## src/rtl/uart2ahb_pkg.sv

```systemverilog
// Shared AHB constants, command-byte field positions and FSM encodings for the uart2ahb bridge.
package uart2ahb_pkg;

   localparam logic [1:0] HTRANS_IDLE   = 2'b00;
   localparam logic [1:0] HTRANS_NONSEQ = 2'b10;
   localparam logic [2:0] HBURST_SINGLE = 3'b000;

   // Command byte layout: {hwrite, hsize[2:0], hprot[3:0]}
   localparam int CMD_HWRITE_BIT = 7;
   localparam int CMD_HSIZE_MSB  = 6;
   localparam int CMD_HSIZE_LSB  = 4;
   localparam int CMD_HPROT_MSB  = 3;
   localparam int CMD_HPROT_LSB  = 0;

   typedef enum logic [2:0] {
      PHY_IDLE   = 3'd0,
      PHY_START  = 3'd1,
      PHY_DATA   = 3'd2,
      PHY_PARITY = 3'd3,
      PHY_STOP   = 3'd4
   } phy_state_e;

   typedef enum logic [1:0] {
      F_CMD   = 2'd0,
      F_ADDR  = 2'd1,
      F_DATA  = 2'd2,
      F_ISSUE = 2'd3
   } frame_state_e;

endpackage

```

## src/rtl/uart_rx_phy.sv

```systemverilog
// UART receive PHY: rxd synchroniser, baud counter and bit FSM (8N1).
// With UART_RX_PARITY_EN defined an even-parity bit is expected before the stop bit.
module uart_rx_phy
   import uart2ahb_pkg::*;
(
   input  logic        clk,
   input  logic        rst,
   input  logic        rxd_i,
   input  logic [15:0] prescale_i,
   output logic [7:0]  byte_data_o,
   output logic        byte_valid_o,
   output logic        frame_error_o,
`ifdef UART_RX_PARITY_EN
   output logic        parity_error_o,
`endif
   output phy_state_e  state_o
);

   phy_state_e  state_q, state_d;
   logic        meta_q, sync_q, prev_q;
   logic [18:0] cnt_q, cnt_d;
   logic [15:0] presc_q, presc_d, presc_eff;
   logic [2:0]  bit_q, bit_d;
   logic [7:0]  shift_q, shift_d;
   logic        valid_q, valid_d;
   logic        ferr_q, ferr_d;
   logic [18:0] full_reload;
`ifdef UART_RX_PARITY_EN
   logic        par_q, par_d;
   logic        perr_q, perr_d;
`endif

   always_ff @(posedge clk) begin
      if (rst) begin
         meta_q  <= 1'b1;
         sync_q  <= 1'b1;
         prev_q  <= 1'b1;
         state_q <= PHY_IDLE;
         cnt_q   <= '0;
         presc_q <= 16'd1;
         bit_q   <= '0;
         shift_q <= '0;
         valid_q <= 1'b0;
         ferr_q  <= 1'b0;
`ifdef UART_RX_PARITY_EN
         par_q   <= 1'b0;
         perr_q  <= 1'b0;
`endif
      end else begin
         meta_q  <= rxd_i;
         sync_q  <= meta_q;
         prev_q  <= sync_q;
         state_q <= state_d;
         cnt_q   <= cnt_d;
         presc_q <= presc_d;
         bit_q   <= bit_d;
         shift_q <= shift_d;
         valid_q <= valid_d;
         ferr_q  <= ferr_d;
`ifdef UART_RX_PARITY_EN
         par_q   <= par_d;
         perr_q  <= perr_d;
`endif
      end
   end

   always_comb begin
      state_d     = state_q;
      cnt_d       = cnt_q;
      presc_d     = presc_q;
      bit_d       = bit_q;
      shift_d     = shift_q;
      valid_d     = 1'b0;
      ferr_d      = 1'b0;
`ifdef UART_RX_PARITY_EN
      par_d       = par_q;
      perr_d      = 1'b0;
`endif
      presc_eff   = (prescale_i == 16'd0) ? 16'd1 : prescale_i;
      full_reload = {presc_q, 3'b000} - 19'd1;
      case (state_q)
         PHY_IDLE: begin
            // Counter is loaded for half a bit so START samples mid-bit.
            if (prev_q && !sync_q) begin
               state_d = PHY_START;
               presc_d = presc_eff;
               cnt_d   = {1'b0, presc_eff, 2'b00} - 19'd1;
            end
         end
         PHY_START: begin
            if (cnt_q == '0) begin
               if (sync_q) begin
                  state_d = PHY_IDLE;
               end else begin
                  state_d = PHY_DATA;
                  cnt_d   = full_reload;
                  bit_d   = 3'd0;
               end
            end else begin
               cnt_d = cnt_q - 19'd1;
            end
         end
         PHY_DATA: begin
            if (cnt_q == '0) begin
               shift_d = {sync_q, shift_q[7:1]};
               bit_d   = bit_q + 3'd1;
               cnt_d   = full_reload;
               if (bit_q == 3'd7) begin
`ifdef UART_RX_PARITY_EN
                  state_d = PHY_PARITY;
`else
                  state_d = PHY_STOP;
`endif
               end
            end else begin
               cnt_d = cnt_q - 19'd1;
            end
         end
`ifdef UART_RX_PARITY_EN
         PHY_PARITY: begin
            if (cnt_q == '0) begin
               par_d   = sync_q;
               cnt_d   = full_reload;
               state_d = PHY_STOP;
            end else begin
               cnt_d = cnt_q - 19'd1;
            end
         end
`endif
         PHY_STOP: begin
            if (cnt_q == '0) begin
               state_d = PHY_IDLE;
               ferr_d  = !sync_q;
`ifdef UART_RX_PARITY_EN
               perr_d  = (par_q != ^shift_q);
               valid_d = sync_q && (par_q == ^shift_q);
`else
               valid_d = sync_q;
`endif
            end else begin
               cnt_d = cnt_q - 19'd1;
            end
         end
         default: state_d = PHY_IDLE;
      endcase
   end

   always_comb begin
      state_o        = state_q;
      byte_data_o    = shift_q;
      byte_valid_o   = valid_q;
      frame_error_o  = ferr_q;
`ifdef UART_RX_PARITY_EN
      parity_error_o = perr_q;
`endif
   end

endmodule

```

## src/rtl/uart_rx.sv

```systemverilog
// UART receive end of the uart2ahb bridge: assembles cmd/address/data frames into one AHB request.
// UART_RX_PARITY_EN enables even parity and adds the parity_error output.
module uart_rx
   import uart2ahb_pkg::*;
#(
   parameter int DATA_WIDTH = 32,
   parameter int ADDR_WIDTH = 32
) (
   input  logic                  clk,
   input  logic                  rst,
   input  logic                  rxd,
   input  logic [15:0]           prescale,
   output logic [ADDR_WIDTH-1:0] m_haddr_o,
   output logic [1:0]            m_htrans_o,
   output logic                  m_hwrite_o,
   output logic [2:0]            m_hsize_o,
   output logic [2:0]            m_hburst_o,
   output logic [3:0]            m_hprot_o,
   output logic [DATA_WIDTH-1:0] m_hwdata_o,
   output logic                  m_hsel_o,
   input  logic                  m_hready_i,
   output logic                  busy,
   output logic                  frame_error,
`ifdef UART_RX_PARITY_EN
   output logic                  parity_error,
`endif
   output logic                  overrun_error
);

   localparam int ABYTES = ADDR_WIDTH / 8;
   localparam int DBYTES = DATA_WIDTH / 8;
   localparam int MAXB   = (ABYTES > DBYTES) ? ABYTES : DBYTES;
   localparam int CNT_W  = $clog2(MAXB + 1);

   frame_state_e          state_q, state_d;
   logic [CNT_W-1:0]      cnt_q, cnt_d;
   logic                  hwrite_q, hwrite_d;
   logic [2:0]            hsize_q, hsize_d;
   logic [3:0]            hprot_q, hprot_d;
   logic [ADDR_WIDTH-1:0] haddr_q, haddr_d;
   logic [DATA_WIDTH-1:0] hwdata_q, hwdata_d;
   logic                  ovr_q, ovr_d;
   logic [7:0]            byte_data;
   logic                  byte_valid, byte_ferr, byte_drop;
   phy_state_e            phy_state;

   uart_rx_phy u_phy (
      .clk            (clk),
      .rst            (rst),
      .rxd_i          (rxd),
      .prescale_i     (prescale),
      .byte_data_o    (byte_data),
      .byte_valid_o   (byte_valid),
      .frame_error_o  (byte_ferr),
`ifdef UART_RX_PARITY_EN
      .parity_error_o (parity_error),
`endif
      .state_o        (phy_state)
   );

`ifdef UART_RX_PARITY_EN
   assign byte_drop = byte_ferr | parity_error;
`else
   assign byte_drop = byte_ferr;
`endif

   always_ff @(posedge clk) begin
      if (rst) begin
         state_q  <= F_CMD;
         cnt_q    <= '0;
         hwrite_q <= 1'b0;
         hsize_q  <= '0;
         hprot_q  <= '0;
         haddr_q  <= '0;
         hwdata_q <= '0;
         ovr_q    <= 1'b0;
      end else begin
         state_q  <= state_d;
         cnt_q    <= cnt_d;
         hwrite_q <= hwrite_d;
         hsize_q  <= hsize_d;
         hprot_q  <= hprot_d;
         haddr_q  <= haddr_d;
         hwdata_q <= hwdata_d;
         ovr_q    <= ovr_d;
      end
   end

   always_comb begin
      state_d  = state_q;
      cnt_d    = cnt_q;
      hwrite_d = hwrite_q;
      hsize_d  = hsize_q;
      hprot_d  = hprot_q;
      haddr_d  = haddr_q;
      hwdata_d = hwdata_q;
      ovr_d    = 1'b0;
      if (byte_drop) begin
         state_d = F_CMD;
         cnt_d   = '0;
      end else begin
         case (state_q)
            F_CMD: begin
               // hwdata is cleared here so reads present zero write data.
               if (byte_valid) begin
                  hwrite_d = byte_data[CMD_HWRITE_BIT];
                  hsize_d  = byte_data[CMD_HSIZE_MSB:CMD_HSIZE_LSB];
                  hprot_d  = byte_data[CMD_HPROT_MSB:CMD_HPROT_LSB];
                  haddr_d  = '0;
                  hwdata_d = '0;
                  cnt_d    = '0;
                  state_d  = F_ADDR;
               end
            end
            F_ADDR: begin
               if (byte_valid) begin
                  haddr_d = (haddr_q << 8) | ADDR_WIDTH'(byte_data);
                  if (cnt_q == CNT_W'(ABYTES - 1)) begin
                     cnt_d   = '0;
                     state_d = hwrite_q ? F_DATA : F_ISSUE;
                  end else begin
                     cnt_d = cnt_q + CNT_W'(1);
                  end
               end
            end
            F_DATA: begin
               if (byte_valid) begin
                  hwdata_d = (hwdata_q << 8) | DATA_WIDTH'(byte_data);
                  if (cnt_q == CNT_W'(DBYTES - 1)) begin
                     cnt_d   = '0;
                     state_d = F_ISSUE;
                  end else begin
                     cnt_d = cnt_q + CNT_W'(1);
                  end
               end
            end
            F_ISSUE: begin
               ovr_d = byte_valid;
               if (m_hready_i) state_d = F_CMD;
            end
            default: state_d = F_CMD;
         endcase
      end
   end

   always_comb begin
      m_htrans_o = (state_q == F_ISSUE) ? HTRANS_NONSEQ : HTRANS_IDLE;
      m_hsel_o   = (state_q == F_ISSUE);
      busy       = (phy_state != PHY_IDLE) || (state_q != F_CMD);
   end

   assign m_haddr_o     = haddr_q;
   assign m_hwrite_o    = hwrite_q;
   assign m_hsize_o     = hsize_q;
   assign m_hprot_o     = hprot_q;
   assign m_hwdata_o    = hwdata_q;
   assign m_hburst_o    = HBURST_SINGLE;
   assign frame_error   = byte_ferr;
   assign overrun_error = ovr_q;

endmodule
```

## config.mk

```make
export PLATFORM = sky130hd
export DESIGN_NAME = uart_rx
export DESIGN_NICKNAME = d
export VERILOG_FILES = /design/src/rtl/uart2ahb_pkg.sv /design/src/rtl/uart_rx_phy.sv /design/src/rtl/uart_rx.sv
export SDC_FILE = /design/constraint.sdc
export NUM_CORES = 1
export LEC_CHECK = 0
export CORE_MARGIN = 2
export CORE_UTILIZATION = 33
export CTS_CLUSTER_DIAMETER = 50
export CTS_CLUSTER_SIZE = 10
export DETAILED_ROUTE_END_ITERATION = 12
export SLEW_MARGIN = 10
export SYNTH_ARGS = -nofsm -noshare
export SYNTH_HDL_FRONTEND = slang
export SYNTH_SLANG_ARGS = --single-unit
```

## constraint.sdc

```tcl
create_clock -name clk -period 4.25 [get_ports clk]
set_input_delay 1.275 -clock clk [delete_from_list [all_inputs] [get_ports clk]]
set_output_delay 1.275 -clock clk [all_outputs]
set_load 0.05 [all_outputs]
```

==> reports/results.txt <==
The run finished with clean final reports. The startpoint identified for the worst register-to-register timing path is u_phy.state_o[2]. For the total track usage, the log shows 17.12%. The total count of max-transition violations in the final report was 0. OpenSTA, run right after detailed placement, puts the worst setup slack at 0.3099 ns. Summed over all layers, the global routing overflow is 0.

Headroom to the max-slew limit came out at 38.68%. Setup violations remaining at the end of the flow were counted as 0. The via count of the first global-routing pass was 5091; the accumulated negative setup slack was 0 ns. The clock tree synthesis step divided the H-tree into 4 levels.

The area of the multi-input gates was 3198 um^2. The tools report the aggregate routed wire length as 16.76 mm. The logs give 0 for the count of yosys warnings during synthesis and 4 for the number of detailed-route iterations in the first pass. Traced cell by cell, the critical path runs through clkdlybuf4s50_1 -> nor3_1 -> nand4_1 -> nor4_1 -> nor2_1 -> ha_1 -> nor3b_1 -> nand2_1 -> xor2_1 -> o22ai_1 -> a31oi_1 -> a211oi_1. The area growth from synthesis to layout is 28.27%.

The remaining number of nets flagged by the antenna check after routing is 0, and the final design area excluding fillers is 7818 um^2. The run gives 11.35 mm as the placed wire-length estimate after detailed placement. The length in cells of the worst reg-to-reg path works out to 5. The die is 139.9 um wide.

The transition time at the pin with the least slew margin works out to 0.9130 ns. After clock tree synthesis, the clock-pin slew on the worst setup and hold paths is 0.06 ns. The floorplan step defined a die boundary enclosing 19570 um^2.

For the worst setup path, the data arrival time is 3.82 ns. Across all register-to-register paths, the minimum setup slack is 1.60 ns. The worst path in the final design needs a cycle of 3.550 ns, including I/O delays and setup.

In the synthesized netlist, the number of instances is 718. In this run the biggest area consumer among cell types represents 43.36% of the synthesized area. In the final routed layout, each cell accounts on average for 16.08 um. The number of standard-cell rows in the floorplan was 49; the number of primary I/O pins was 101. Entering global routing, the biggest net connects 57 pins. Dividing the detail-routed via count by the number of cells gives 5.288. The library cell with the largest summed area after synthesis was sky130_fd_sc_hd__dfxtp_1.

CTS placed an instance of sky130_fd_sc_hd__clkbuf_16 at the clock tree root. The critical path starts at prescale[14]. In the finished design, the share of the clock period the worst path needs comes to 83.54%.

Among all flip-flop cells after synthesis, the most frequent one is sky130_fd_sc_hd__dfxtp_1. TritonCTS built the clock tree. The number of fill cells in the layout is 1792, and the effective utilization at floorplan is 33.81%. The share of final-layout standard cells stronger than drive strength 1 came out at 8.364%. STA classifies the critical path startpoint as an input port. The tools report the timing-limited maximum frequency as 0.2817 GHz.

Setup repair after global routing left no endpoint under its margin. The clock net in this run drives a total of 132 sinks. At the end of routability-driven placement, the weighted congestion stood at 0.8378. The library cell contributing the largest single delay on the critical path is sky130_fd_sc_hd__clkdlybuf4s50_1. For the number of antenna violations at the first check in global routing, the log shows 0.

In this run the worst setup path terminates at u_phy.cnt_q[8]. The tools report the cell area after placement as 7243 um^2. The hold path depth works out to 1. Quantity of I/O buffers inserted on ports: 96. After clock tree synthesis, the flow added hold-fix buffers numbering 0. The final layout contains 831 nets.

Sorting the synthesized cells by area gives the leading types as sky130_fd_sc_hd__dfxtp_1 (43%), sky130_fd_sc_hd__a22oi_1 (8.3%), sky130_fd_sc_hd__nor2_1 (6.7%). The delay contributed by the slowest stage of the critical path is 0.51 ns. Summing over every cut layer, the via total after detailed routing is 5510.

The worst min-delay path category was reg -> reg. For this design the static power due to leakage is 2.686 nW. For the first-pass GRT wire length, the log shows 27.52 mm.

Between clock sinks in the finished design, the worst skew comes to 0.01180 ns. The worst hold slack was 0.4363 ns. The number of setup buffers added after CTS is 0.

After synthesis the cells add up to 6095 um^2. The run gives 0 as the number of hold-slack violations in the final timing report. The sequential cells in the finished layout cover a total of 2643 um^2. The tools report the endpoint of the worst register-to-register path as u_phy.cnt_q[14].

Number of violations of the max-capacitance limit: 0. Of all nets on the critical path, the largest fanout is 5. In the routed design, unresolved DRC markers number 0. Highest ir drop seen on vdd: 0.2660 mV. The number of distinct library cells after synthesis came out at 68. At the worst endpoint, the required time is 4.52 ns.

A synthesized cell averages 8.488 um^2. From bottom edge to top edge, the die measures 139.9 um. After clock tree synthesis, the repair step resized 0 gates.

In this run, synthesis produced a sequential element count of 132. For this run, asynchronously set or reset flops after synthesis account for 0%. Worst-case clock buffer depth: 2. The number of enable-type register cells in the synthesized netlist was 0; the core footprint was 18020 um^2. For the sequential fraction of the synthesis area, the log shows 43.36%. The start-to-end type of the worst setup path is in -> reg.

STA classifies the critical path endpoint as a flop. TritonCTS created 17 clock buffers. The worst path meets setup with 0.6997 ns of slack.

0 antenna diodes ended up in the layout. For the worst-skew pair, the clock arrives at the later sink with an insertion delay of 0.42 ns. For this block, the initial DRC count from the detailed router was 407. For this design the ratio of total power to cell area is 391.7 nW/um^2.
[cells by family (layout without fill, tap and decap cells)]
kind of cell / count (synthesis) / count (layout) / share of synthesized area [%]
adders and majority gates: 12 / 12 / 2.422
and+or+nand+nor: 292 / 292 / 23.51
other: 1 / 4 / 0.06153
DFF: 132 / 132 / 43.36
muxes: 10 / 10 / 1.642
AOI/OAI and AO/OA: 177 / 177 / 20.02
buffers and inverters: 64 / 156 / 4.681
xor gates and xnor gates: 30 / 30 / 4.311
[metrics by stage]
stage	std cells	util (%)	power (mW)
2_1_floorplan	721	-	1.566
3_3_place_gp	1010	40.18	1.658
3_5_place_dp	1010	40.18	1.657
4_1_cts	1042	43.37	3.090
5_1_grt	1042	43.37	3.189
6_report	1042	43.37	3.062
[per-layer routing]
layer  track usage, %  up-vias  share of wire [%]
li1                 -     2740                  -
met4            5.632        0                1.3
met5                0        -                  0
met1            24.06     2621                 48
met2            25.62      129                 45
met3            4.444       20                5.8
[cell usage in the layout, fill, tap and decap left out, types with 16 or more instances in the layout]
| cell | instances |
|---|---|
| sky130_fd_sc_hd__a21oi_1 | 40 |
| sky130_fd_sc_hd__a22oi_1 | 67 |
| sky130_fd_sc_hd__clkbuf_16 | 17 |
| sky130_fd_sc_hd__clkdlybuf4s50_1 | 95 |
| sky130_fd_sc_hd__dfxtp_1 | 132 |
| sky130_fd_sc_hd__nand2_1 | 78 |
| sky130_fd_sc_hd__nor2_1 | 107 |
| sky130_fd_sc_hd__nor3_1 | 27 |
| sky130_fd_sc_hd__o21ai_0 | 19 |
| sky130_fd_sc_hd__xor2_1 | 16 |
[critical path: cells and delay by family]
family,cells,cell delay (ns)
compound gates,3,0.37
fa+ha+maj,1,0.23
buf+inv,1,0.51
xor+xnor,1,0.19
simple gates,6,1.26
[power breakdown]
part / total (mW) / leakage [nW] / internal, mW / switching [mW]
clock network: 1.43 / 0.284 / 0.784 / 0.645
logic: 0.337 / 1.34 / 0.125 / 0.211
registers: 1.30 / 1.07 / 1.26 / 0.0361
total: 3.06 / 2.69 / 2.17 / 0.893
[how the worst min path moves through the flow]
stage	from	to	slack, ns
CTS	u_phy.meta_q	u_phy.sync_q	0.44
global route	u_phy.meta_q	u_phy.sync_q	0.46
detailed placement	u_phy.meta_q	u_phy.sync_q	0.42
global placement	u_phy.meta_q	u_phy.sync_q	0.42
floorplan	u_phy.meta_q	u_phy.sync_q	0.39
finish	u_phy.meta_q	u_phy.sync_q	0.44
[final cells by class]
| type | count | area share [%] |
|---|---|---|
| clock buffers | 17 | 5.442 |
| flip-flops and latches | 132 | 33.80 |
| repair buffers | 110 | 13.60 |
| inverters | 14 | 0.6722 |
| clock inverters | 15 | 1.905 |
| multi-input cells | 525 | 40.91 |
| well taps | 229 | 3.665 |
[synthesized netlist by cell type (all sizes together) (2+ instances only)]
| cell type | count |
|---|---|
| dfxtp | 132 |
| nor2 | 109 |
| nand2 | 79 |
| a22oi | 67 |
| a21oi | 40 |
| clkbuf | 36 |
| nor3 | 29 |
| o21ai | 20 |
| nor4 | 17 |
| xor2 | 16 |
| buf | 14 |
| inv | 14 |
| xnor2 | 14 |
| nand3 | 12 |
| o22ai | 12 |
| ha | 11 |
| mux2i | 10 |
| a211oi | 7 |
| nand4 | 7 |
| nor2b | 5 |
| a31oi | 4 |
| and2 | 4 |
| nand3b | 4 |
| nor4b | 4 |
| o31a | 4 |
| nand2b | 3 |
| nand4b | 3 |
| nor3b | 3 |
| o21bai | 3 |
| o31ai | 3 |
| or2 | 3 |
| or3 | 3 |
| a311oi | 2 |
| and3 | 2 |
| o211ai | 2 |
| o32ai | 2 |
[sequential cells by signal (all words and copies together) (netlist names)]
register,count
state_q,2
u_phy.frame_error_o,1
m_hprot_o,4
u_phy.sync_q,1
m_hwdata_o,32
u_phy.meta_q,1
m_hsize_o,3
u_phy.cnt_q,19
cnt_q,3
u_phy.byte_data_o,8
m_hwrite_o,1
m_haddr_o,32
u_phy.bit_q,3
overrun_error,1
u_phy.byte_valid_o,1
u_phy.prev_q,1
u_phy.presc_q,16
u_phy.state_o,3
No activity file was read; power rests on OpenSTA's default activity.
==> variant, RTL diff (same flow settings) <==
Register the inputs `rxd` and `prescale` before use. The logic sees them one clock later. The other inputs are not delayed to match.
--- a/src/rtl/uart_rx.sv
+++ b/src/rtl/uart_rx.sv
@@ -34,2 +34,10 @@
 
+   logic rxd_q;
+   logic [15:0] prescale_q;
+
+   always_ff @(posedge clk) begin
+      rxd_q      <= rxd;
+      prescale_q <= prescale;
+   end
+
    frame_state_e          state_q, state_d;
@@ -49,4 +57,4 @@
       .rst            (rst),
-      .rxd_i          (rxd),
-      .prescale_i     (prescale),
+      .rxd_i          (rxd_q),
+      .prescale_i     (prescale_q),
       .byte_data_o    (byte_data),
Formal check against the unedited RTL: not equivalent (a bounded check fails within 4 cycles, from zero or initial values and one cycle with rst high).
==> variant against the unedited design <==
Design area is 2.8% higher; sequential cell count increased by 17; global-route usage shrank 0.45 points; synthesized area grew 4.1%; total power increased by 7.2%; combinational power grew 8.9%; worst setup slack improved by 45 ps; routed wire length shrank 0.76%.
==> variant: results (changes against the unedited design) <==
final worst path period share 82.5% (was 83.5%); clock skew 13.2 ps (was 11.8 ps); Compound-Gate Fraction of Synth Area 19.4% (was 20.0%); Seq/Total Area, Yosys 47.0% (was 43.4%); r2r startpoint u_phy.presc_q[2] (was u_phy.state_o[2]); dpl hpwl 11,100 microns (was 11,300 microns); CP arrival 2230 ps (was 3820 ps); Hold Path Sink u_phy.meta_q (was u_phy.sync_q); first-pass GRT wire length 27,200 microns (was 27,500 microns); final net count 847 (was 831); post-synthesis cell type count 59 (was 68); slew margin rel. 27.6% (was 38.7%); M1 GR Usage 22.4% (was 24.1%); via count of the first global-routing pass 5,208 (was 5,091); Initial DRC Count 354 (was 407); R2R depth 6 (was 5); post-synthesis adder-cell area fraction 2.17% (was 2.42%); top cells by area, synth dfxtp_1, a22oi_1, nor2_1 (unchanged); GRT Overall Usage 16.7% (was 17.1%); CP peak stage delay 720 ps (was 510 ps); Crit. Startpoint u_phy.state_o[2] (was prescale[14]); pre-CTS WS 1160 ps (was 310 ps); Lkg Pwr 2.81 nW (was 2.69 nW); Min Hold Slack 414 ps (was 436 ps); maximum VDD drop 0.284 mV (was 0.266 mV); max layer used met4 (unchanged); Vias per Instance 5.22 (was 5.29); DR WL met2 7480 microns (was 7560 microns); mux cell area share after synthesis 1.89% (was 1.64%); CTS H-tree lvls 4 (unchanged); Commonest cells post-synth dfxtp_1, nor2_1, a22oi_1, nand2_1, a21oi_1 (was dfxtp_1, nor2_1, nand2_1); cell count after synthesis 738 (was 718); final cell count without fillers 1,063 (was 1,042); largest net degree at the start of global routing 72 (was 57); critical path launch point type register (was input pin); status complete, no violations (unchanged); Met3 Wirelength 932 microns (was 974 microns); maximum fanout along the worst path 13 (was 5); share of layout cells above drive strength 1 7.48% (was 8.36%); drt total wl 16,600 microns (was 16,800 microns); FILL cells 1,829 (was 1,792); hold_sp rxd_q (was u_phy.meta_q); Placer Congestion 0.848 (was 0.838); 1st-pass router iterations 5 (was 4); met3 usage 5.00% (was 4.44%)
-- variant: cell types whose count changed after synthesis, moves of 4 or more --
cell / before / now
xnor2_1: 14 / 9
buf_2: 5 / 1
a21oi_1: 40 / 46
o21ai_1: 0 / 18
nand2_1: 78 / 69
o21ai_0: 19 / 6
xor2_1: 16 / 20
dfxtp_1: 132 / 149
nor2_1: 109 / 124
-- variant: final cells by class --
cell class / count / area (sq um) / share of cell area [%]
multi-input combinational: 528 / 3110 / 38.6
sequential: 149 / 2980 / 37.1
timing repair buffer: 105 / 1040 / 12.9
clock buffer: 17 / 425 / 5.29
tap: 234 / 293 / 3.64
clock inverter: 15 / 138 / 1.71
inverter: 15 / 56.3 / 0.700
-- variant: critical path, delay by kind of cell (launching register included) --
family,cells,cell delay [ps]
AND/OR/NAND/NOR,2,630
flip-flops,1,450
buffers and inverters,1,720
-- variant: power breakdown --
group / internal [mW] / switching (mW)
registers: 1.43 / 0.0423
clock network: 0.775 / 0.668
logic: 0.136 / 0.231
total: 2.34 / 0.941
